[config.mk]
export PLATFORM = sky130hd
export DESIGN_NAME = ctrl_pipe
export DESIGN_NICKNAME = d
export VERILOG_FILES = /design/src/rtl/ctrl_pipe_pkg.sv /design/src/rtl/ctrl_hazard_unit.sv /design/src/rtl/ctrl_pipe.sv
export SDC_FILE = /design/constraint.sdc
export NUM_CORES = 1
export LEC_CHECK = 0
export ABC_AREA = 0
export CORE_MARGIN = 3
export CORE_UTILIZATION = 42
export CTS_CLUSTER_DIAMETER = 40
export DETAILED_ROUTE_END_ITERATION = 8
export PLACE_DENSITY_LB_ADDON = 0.05
export SYNTH_ARGS = -nofsm -noshare
export SYNTH_HDL_FRONTEND = slang
export SYNTH_SLANG_ARGS = --single-unit
[constraint.sdc]
create_clock -name clk -period 2.6 [get_ports clk]
set_input_delay 0.52 -clock clk [delete_from_list [all_inputs] [get_ports clk]]
set_output_delay 0.52 -clock clk [all_outputs]
set_load 0.02 [all_outputs]
[src/rtl/ctrl_pipe_pkg.sv]
// ctrl_pipe_pkg
// Shared types and constants for the pipeline control path.
//   ctrl_t      : per-instruction control bundle carried through EX/MEM/WB
//   CTRL_BUBBLE : all-zero bundle (valid = 0) used for stalls and flushes
//   FWD_*       : EX operand source selects
package ctrl_pipe_pkg;

    typedef struct packed {
        logic       valid;
        logic       branch;
        logic       mem_read;
        logic       mem_to_reg;
        logic [1:0] alu_op;
        logic       mem_write;
        logic       alu_src;
        logic       reg_write;
        logic       jal;
        logic       jalr;
    } ctrl_t;

    localparam ctrl_t CTRL_BUBBLE = '0;

    localparam logic [1:0] FWD_REG = 2'b00;
    localparam logic [1:0] FWD_WB  = 2'b01;
    localparam logic [1:0] FWD_MEM = 2'b10;

endpackage

[src/rtl/ctrl_hazard_unit.sv]
// ctrl_hazard_unit
// Purely combinational stall / flush / forward decision logic.
// Build option: CTRL_PIPE_FWD_EN
//   defined   : MEM/WB forwarding, only load-use stalls
//   undefined : no forwarding, stall on any pending write to a source register
// Ports:
//   id_valid, id_rs1, id_rs2   : instruction in ID
//   ex_* / mem_* / wb_*        : fields of the registered stage bundles
//   ex_branch_taken            : branch outcome for the EX instruction
//   stall                      : hold PC and IF/ID, bubble into EX (already masked by flush)
//   flush                      : redirect in EX, squash younger work
//   forward_a, forward_b       : EX operand source selects
module ctrl_hazard_unit
    import ctrl_pipe_pkg::*;
#(
    parameter int REG_ADDR_W = 5
) (
    input  logic                  id_valid,
    input  logic [REG_ADDR_W-1:0] id_rs1,
    input  logic [REG_ADDR_W-1:0] id_rs2,
    input  logic                  ex_valid,
    input  logic                  ex_branch,
    input  logic                  ex_jal,
    input  logic                  ex_jalr,
    input  logic                  ex_branch_taken,
`ifdef CTRL_PIPE_FWD_EN
    input  logic                  ex_mem_read,
    input  logic [REG_ADDR_W-1:0] ex_rs1,
    input  logic [REG_ADDR_W-1:0] ex_rs2,
`else
    input  logic                  ex_reg_write,
`endif
    input  logic [REG_ADDR_W-1:0] ex_rd,
    input  logic                  mem_valid,
    input  logic                  mem_reg_write,
    input  logic [REG_ADDR_W-1:0] mem_rd,
    input  logic                  wb_valid,
    input  logic                  wb_reg_write,
    input  logic [REG_ADDR_W-1:0] wb_rd,
    output logic                  stall,
    output logic                  flush,
    output logic [1:0]            forward_a,
    output logic [1:0]            forward_b
);

    // x0 is hard-wired, so a write to it never creates a dependency.
    function automatic logic dep_hit(input logic                  valid,
                                     input logic                  writes,
                                     input logic [REG_ADDR_W-1:0] rd,
                                     input logic [REG_ADDR_W-1:0] rs);
        return valid & writes & (rd != '0) & (rd == rs);
    endfunction

    logic stall_raw;

    always_comb begin
        stall_raw = 1'b0;
        forward_a = FWD_REG;
        forward_b = FWD_REG;
        flush     = ex_valid & ((ex_branch & ex_branch_taken) | ex_jal | ex_jalr);
`ifdef CTRL_PIPE_FWD_EN
        stall_raw = id_valid & (dep_hit(ex_valid, ex_mem_read, ex_rd, id_rs1) |
                                dep_hit(ex_valid, ex_mem_read, ex_rd, id_rs2));
        if (dep_hit(mem_valid, mem_reg_write, mem_rd, ex_rs1)) begin
            forward_a = FWD_MEM;
        end else if (dep_hit(wb_valid, wb_reg_write, wb_rd, ex_rs1)) begin
            forward_a = FWD_WB;
        end
        if (dep_hit(mem_valid, mem_reg_write, mem_rd, ex_rs2)) begin
            forward_b = FWD_MEM;
        end else if (dep_hit(wb_valid, wb_reg_write, wb_rd, ex_rs2)) begin
            forward_b = FWD_WB;
        end
`else
        // Without forwarding, the consumer waits until the producer leaves WB.
        stall_raw = id_valid & (dep_hit(ex_valid,  ex_reg_write,  ex_rd,  id_rs1) |
                                dep_hit(ex_valid,  ex_reg_write,  ex_rd,  id_rs2) |
                                dep_hit(mem_valid, mem_reg_write, mem_rd, id_rs1) |
                                dep_hit(mem_valid, mem_reg_write, mem_rd, id_rs2) |
                                dep_hit(wb_valid,  wb_reg_write,  wb_rd,  id_rs1) |
                                dep_hit(wb_valid,  wb_reg_write,  wb_rd,  id_rs2));
`endif
        // A redirect makes the ID instruction dead, so holding it is pointless.
        stall = stall_raw & ~flush;
    end

endmodule

[src/rtl/ctrl_pipe.sv]
// ctrl_pipe
// Carries the decoded control bundle through the EX/MEM/WB pipeline registers
// and drives stall, flush and forwarding selects for the datapath.
// Build option: CTRL_PIPE_FWD_EN (enables operand forwarding; see ctrl_hazard_unit)
// Ports:
//   clk, rst_n                      : clock, async active-low reset
//   id_valid, id_* controls, id_rs* : decoded instruction in ID
//   ex_branch_taken                 : branch outcome for the EX instruction
//   ex/mem/wb_ctrl, ex/mem/wb_rd    : registered stage bundles and destinations
//   pc_write_en, ifid_write_en      : low = hold PC and IF/ID
//   ifid_flush                      : squash IF/ID
//   forward_a, forward_b            : EX operand source selects
module ctrl_pipe
    import ctrl_pipe_pkg::*;
#(
    parameter int REG_ADDR_W         = 5,
    parameter int NUM_STAGES_FLUSHED = 1
) (
    input  logic                  clk,
    input  logic                  rst_n,
    input  logic                  id_valid,
    input  logic                  id_branch,
    input  logic                  id_mem_read,
    input  logic                  id_mem_to_reg,
    input  logic                  id_mem_write,
    input  logic                  id_alu_src,
    input  logic                  id_reg_write,
    input  logic                  id_jal,
    input  logic                  id_jalr,
    input  logic [1:0]            id_alu_op,
    input  logic [REG_ADDR_W-1:0] id_rs1,
    input  logic [REG_ADDR_W-1:0] id_rs2,
    input  logic [REG_ADDR_W-1:0] id_rd,
    input  logic                  ex_branch_taken,
    output ctrl_t                 ex_ctrl,
    output ctrl_t                 mem_ctrl,
    output ctrl_t                 wb_ctrl,
    output logic [REG_ADDR_W-1:0] ex_rd,
    output logic [REG_ADDR_W-1:0] mem_rd,
    output logic [REG_ADDR_W-1:0] wb_rd,
    output logic                  pc_write_en,
    output logic                  ifid_write_en,
    output logic                  ifid_flush,
    output logic [1:0]            forward_a,
    output logic [1:0]            forward_b
);

    ctrl_t id_bundle;
    logic  stall;
    logic  flush;
    logic  ex_load;

`ifdef CTRL_PIPE_FWD_EN
    logic [REG_ADDR_W-1:0] ex_rs1;
    logic [REG_ADDR_W-1:0] ex_rs2;
`endif

    always_comb begin
        id_bundle = CTRL_BUBBLE;
        if (id_valid) begin
            id_bundle.valid      = 1'b1;
            id_bundle.branch     = id_branch;
            id_bundle.mem_read   = id_mem_read;
            id_bundle.mem_to_reg = id_mem_to_reg;
            id_bundle.alu_op     = id_alu_op;
            id_bundle.mem_write  = id_mem_write;
            id_bundle.alu_src    = id_alu_src;
            id_bundle.reg_write  = id_reg_write;
            id_bundle.jal        = id_jal;
            id_bundle.jalr       = id_jalr;
        end
    end

    // Stall or flush both inject a bubble; an invalid ID is a bubble too.
    assign ex_load = id_valid & ~stall & ~flush;

    always_ff @(posedge clk or negedge rst_n) begin
        if (!rst_n) begin
            ex_ctrl  <= CTRL_BUBBLE;
            mem_ctrl <= CTRL_BUBBLE;
            wb_ctrl  <= CTRL_BUBBLE;
            ex_rd    <= '0;
            mem_rd   <= '0;
            wb_rd    <= '0;
`ifdef CTRL_PIPE_FWD_EN
            ex_rs1   <= '0;
            ex_rs2   <= '0;
`endif
        end else begin
            wb_ctrl  <= mem_ctrl;
            wb_rd    <= mem_rd;
            mem_ctrl <= ex_ctrl;
            mem_rd   <= ex_rd;
            ex_ctrl  <= ex_load ? id_bundle : CTRL_BUBBLE;
            ex_rd    <= ex_load ? id_rd : '0;
`ifdef CTRL_PIPE_FWD_EN
            ex_rs1   <= ex_load ? id_rs1 : '0;
            ex_rs2   <= ex_load ? id_rs2 : '0;
`endif
        end
    end

    ctrl_hazard_unit #(
        .REG_ADDR_W (REG_ADDR_W)
    ) u_hazard (
        .id_valid        (id_valid),
        .id_rs1          (id_rs1),
        .id_rs2          (id_rs2),
        .ex_valid        (ex_ctrl.valid),
        .ex_branch       (ex_ctrl.branch),
        .ex_jal          (ex_ctrl.jal),
        .ex_jalr         (ex_ctrl.jalr),
        .ex_branch_taken (ex_branch_taken),
`ifdef CTRL_PIPE_FWD_EN
        .ex_mem_read     (ex_ctrl.mem_read),
        .ex_rs1          (ex_rs1),
        .ex_rs2          (ex_rs2),
`else
        .ex_reg_write    (ex_ctrl.reg_write),
`endif
        .ex_rd           (ex_rd),
        .mem_valid       (mem_ctrl.valid),
        .mem_reg_write   (mem_ctrl.reg_write),
        .mem_rd          (mem_rd),
        .wb_valid        (wb_ctrl.valid),
        .wb_reg_write    (wb_ctrl.reg_write),
        .wb_rd           (wb_rd),
        .stall           (stall),
        .flush           (flush),
        .forward_a       (forward_a),
        .forward_b       (forward_b)
    );

    assign pc_write_en   = ~stall;
    assign ifid_write_en = ~stall;
    assign ifid_flush    = flush & (NUM_STAGES_FLUSHED > 0);

endmodule

==> implementation parameters <==
Parameter                              Value

Place
  PortBufs    79
  Gp weighted congestion    0.842
  Post-detail-place hpwl    3620 um
  Number of placed instances, taps included    294

Routing
  Overall via count from detail_route    1427
  DRT iter0 DRCs    40
  Total Routed Length    4410 um
  DR DRC count    0
  Number of antenna-violating nets in the routed design    0
  Via-per-instance ratio    4.69
  TritonRoute pass-1 iters    4
  Routed wire length per instance    14.5 um

Synthesis
  Sequential area share after synthesis    0.605
  Number of standard cells after synthesis    157
  Count of warnings emitted by yosys    0
  Dominant combinational cell family by area after synthesis    simple AND/OR/NAND/NOR gates
  Area share of xor/xnor cells in the synthesized design    0.132
  Number of library cell types mapped by synthesis    22
  Mapped Avg Cell Area    12.6 um^2
  Yosys reg bits    48
  Compound-Gate Fraction of Synth Area    0.0485
  Cell area after synthesis    1990 um^2
  Post-synthesis mux area share    0
  Yosys top cell area share    0.605
  Library cell with the largest summed area after synthesis    sky130_fd_sc_hd__dfrtp_1
  Simple logic cell fraction of the synthesized area    0.146
  Synthesized-area fraction occupied by adder cells    0
  Synth top area cells    sky130_fd_sc_hd__dfrtp_1 (60%), sky130_fd_sc_hd__xor2_1 (13%), sky130_fd_sc_hd__buf_4 (5.7%)

STA
  Clock skew after layout    0.00330 ns
  Final period util    0.972
  Post-Route Setup TNS    0 ns
  Setup-violating endpoint count in the final report    0
  Time the worst path needs with I/O delays and setup    2.53 ns
  Final hold violations    0
  Timing-limited maximum frequency    396 MHz
  Unrepaired setup endpoints after global routing    no
  Final max-slew violation count    0

Setup path
  R2R Path Start    mem_rd[3]
  Max incr delay on CP    0.52 ns
  Reg2reg setup slack    0.73 ns
  Cell at the slowest stage of the critical path    sky130_fd_sc_hd__clkdlybuf4s50_1
  Element type at the critical path start    input port
  Largest fanout of any net on the critical path    2
  Critical path data arrival time    2.01 ns
  Required arrival time at the worst endpoint    2.08 ns
  Endpoint kind of the worst setup timing path    primary output
  R2R Path End    ex_ctrl[1]
  Most used cell, CP    sky130_fd_sc_hd__clkdlybuf4s50_1
  Number of cells traversed by the worst register-to-register path    9
  Worst Setup Path Type    in2out
  Cell breakdown of the critical path    clkdlybuf4s50_1, a211oi_1, nor2b_1, buf_4, clkdlybuf4s50_1
  Launching instance or port of the critical path    ex_branch_taken

Cells and area
  Layout-stage area growth over the synthesis result    51.0%
  Fraction of final layout cells sized beyond drive strength 1    0.214
  Number of antenna repair diodes    0
  Number of nets in the layout    280
  Multi-input combinational cell area    678 um^2
  Register cell area after layout    1200 um^2
  Commonest non-fill, non-tap cell in the layout    sky130_fd_sc_hd__clkdlybuf4s50_1
  Filler cell count in the final layout    334
  Cell Count, Final, Fillers Out    304
  Commonest cells after routing, fill and taps aside    sky130_fd_sc_hd__clkdlybuf4s50_1 (68), sky130_fd_sc_hd__dfrtp_1 (48), sky130_fd_sc_hd__xor2_1 (30)

Global routing
  Total Routing Usage GR    0.170
  Antenna violations before repair    0
  Maximum number of pins on one net before global-route repair    27
  Total overflow reported by the global router    0
  Global-route wire length before repair    7100 um
  Vias in the first global route    1436

Hold path
  Worst min path class    in2async

Power
  Power per unit of standard cell area    555 nW/um^2
  Peak VDD IR    0.407 mV
  Leakage power    1.42 nW

Floorplanning
  Die Ht    74.8 um
  Area of the core region    4470 um^2
  I/O pin total    84
  Chip width    74.8 um
  Std-Cell Rows    24
  Die area    5590 um^2
  Starting utilization of the core area    0.444

Outcome
  Run status    complete, no violations

Clock tree
  Total number of H-tree levels    2
  CTS tree    yes
  Maximum clock path buffer count    2
  Clk_lat worst skew    0.29 ns
  Number of sinks handled by clock tree synthesis    48
  CTS buffer count    5
  Clock slew at reported path FFs    0.08 ns
  Hold bufs inserted after CTS    0
  Root buffer cell    sky130_fd_sc_hd__clkbuf_8

Run
  Max-capacitance violation count    0
[per-layer routing]
layer / global-route usage / up-vias / wire length [um]
met5: 0 / - / 0
li1: - / 689 / -
met4: 0.0296 / 0 / 23
met2: 0.271 / 50 / 2110
met3: 0.0481 / 4 / 250
met1: 0.238 / 684 / 2020
[per-stage QoR]
stage          cell area (um^2)  hold WS, ns   util  worst slack (ns)  total power [W]
4_1_cts                    2990        0.189  0.668            0.0792          0.00169
5_1_grt                    3000        0.198  0.670           0.00364          0.00175
3_3_place_gp               2890        0.356  0.645            -0.406          0.00123
6_report                   3000        0.176  0.670            0.0729          0.00166
2_1_floorplan              2000        0.224      -             0.148          0.00102
3_5_place_dp               2890        0.364  0.645            -0.469          0.00123
[cells by family (layout without fill, tap and decap cells)]
| kind of cell | after synthesis | after routing |
|---|---|---|
| XOR/XNOR | 30 | 30 |
| flip-flops | 48 | 48 |
| AND/OR/NAND/NOR | 50 | 50 |
| buffers and inverters | 18 | 110 |
| AO/OA/AOI/OAI | 10 | 10 |
| other | 1 | 4 |
[sequential cells by signal, summed over array words and instances (netlist names)]
name	flops
ex_ctrl	11
mem_ctrl	11
wb_ctrl	11
ex_rd	5
mem_rd	5
wb_rd	5
[worst max-delay path: cells and delay by family]
kind | cells | cell delay (ns)
compound gates | 1 | 0.30
simple gates | 1 | 0.11
buf+inv | 3 | 1.07
[cell usage after synthesis (all sizes together)]
library cell  number
or4                3
buf               16
o211ai             3
conb               1
o21ai              1
xor2              30
nor2               8
a22oi              3
nor2b              2
nand2             15
a211oi             1
o22ai              2
dfrtp             48
nor3b              1
nor3              21
clkbuf             2
[cell type report]
class                           count  area share
Timing Repair Buffer              102       0.319
Multi-Input combinational cell     94       0.226
Sequential cell                    48       0.401
Clock buffer                        6      0.0275
Clock inverter                      2     0.00501
Tap cell                           52      0.0217
[power breakdown]
part	switching, W	internal, W	leakage, nW
Sequential	0.0000326	0.000796	0.626
Clock	0.000232	0.000215	0.0434
Combinational	0.000194	0.000192	0.751
Total	0.000459	0.00120	1.42
[worst max-delay path by stage]
stage	to	slack (ns)	depth (start not counted)
floorplan	pc_write_en	0.15	7
global placement	ifid_write_en	-0.41	7
detailed placement	ifid_write_en	-0.47	7
CTS	ifid_flush	0.08	5
global route	ifid_write_en	0.004	7
finish	ifid_flush	0.07	5
[timing repair]
item	CTS	global route
resized for setup	18	3
setup endpoints to repair	2	2
setup buffers	2	0
pin swaps	2	1
Power figures use the tool's default switching activity.
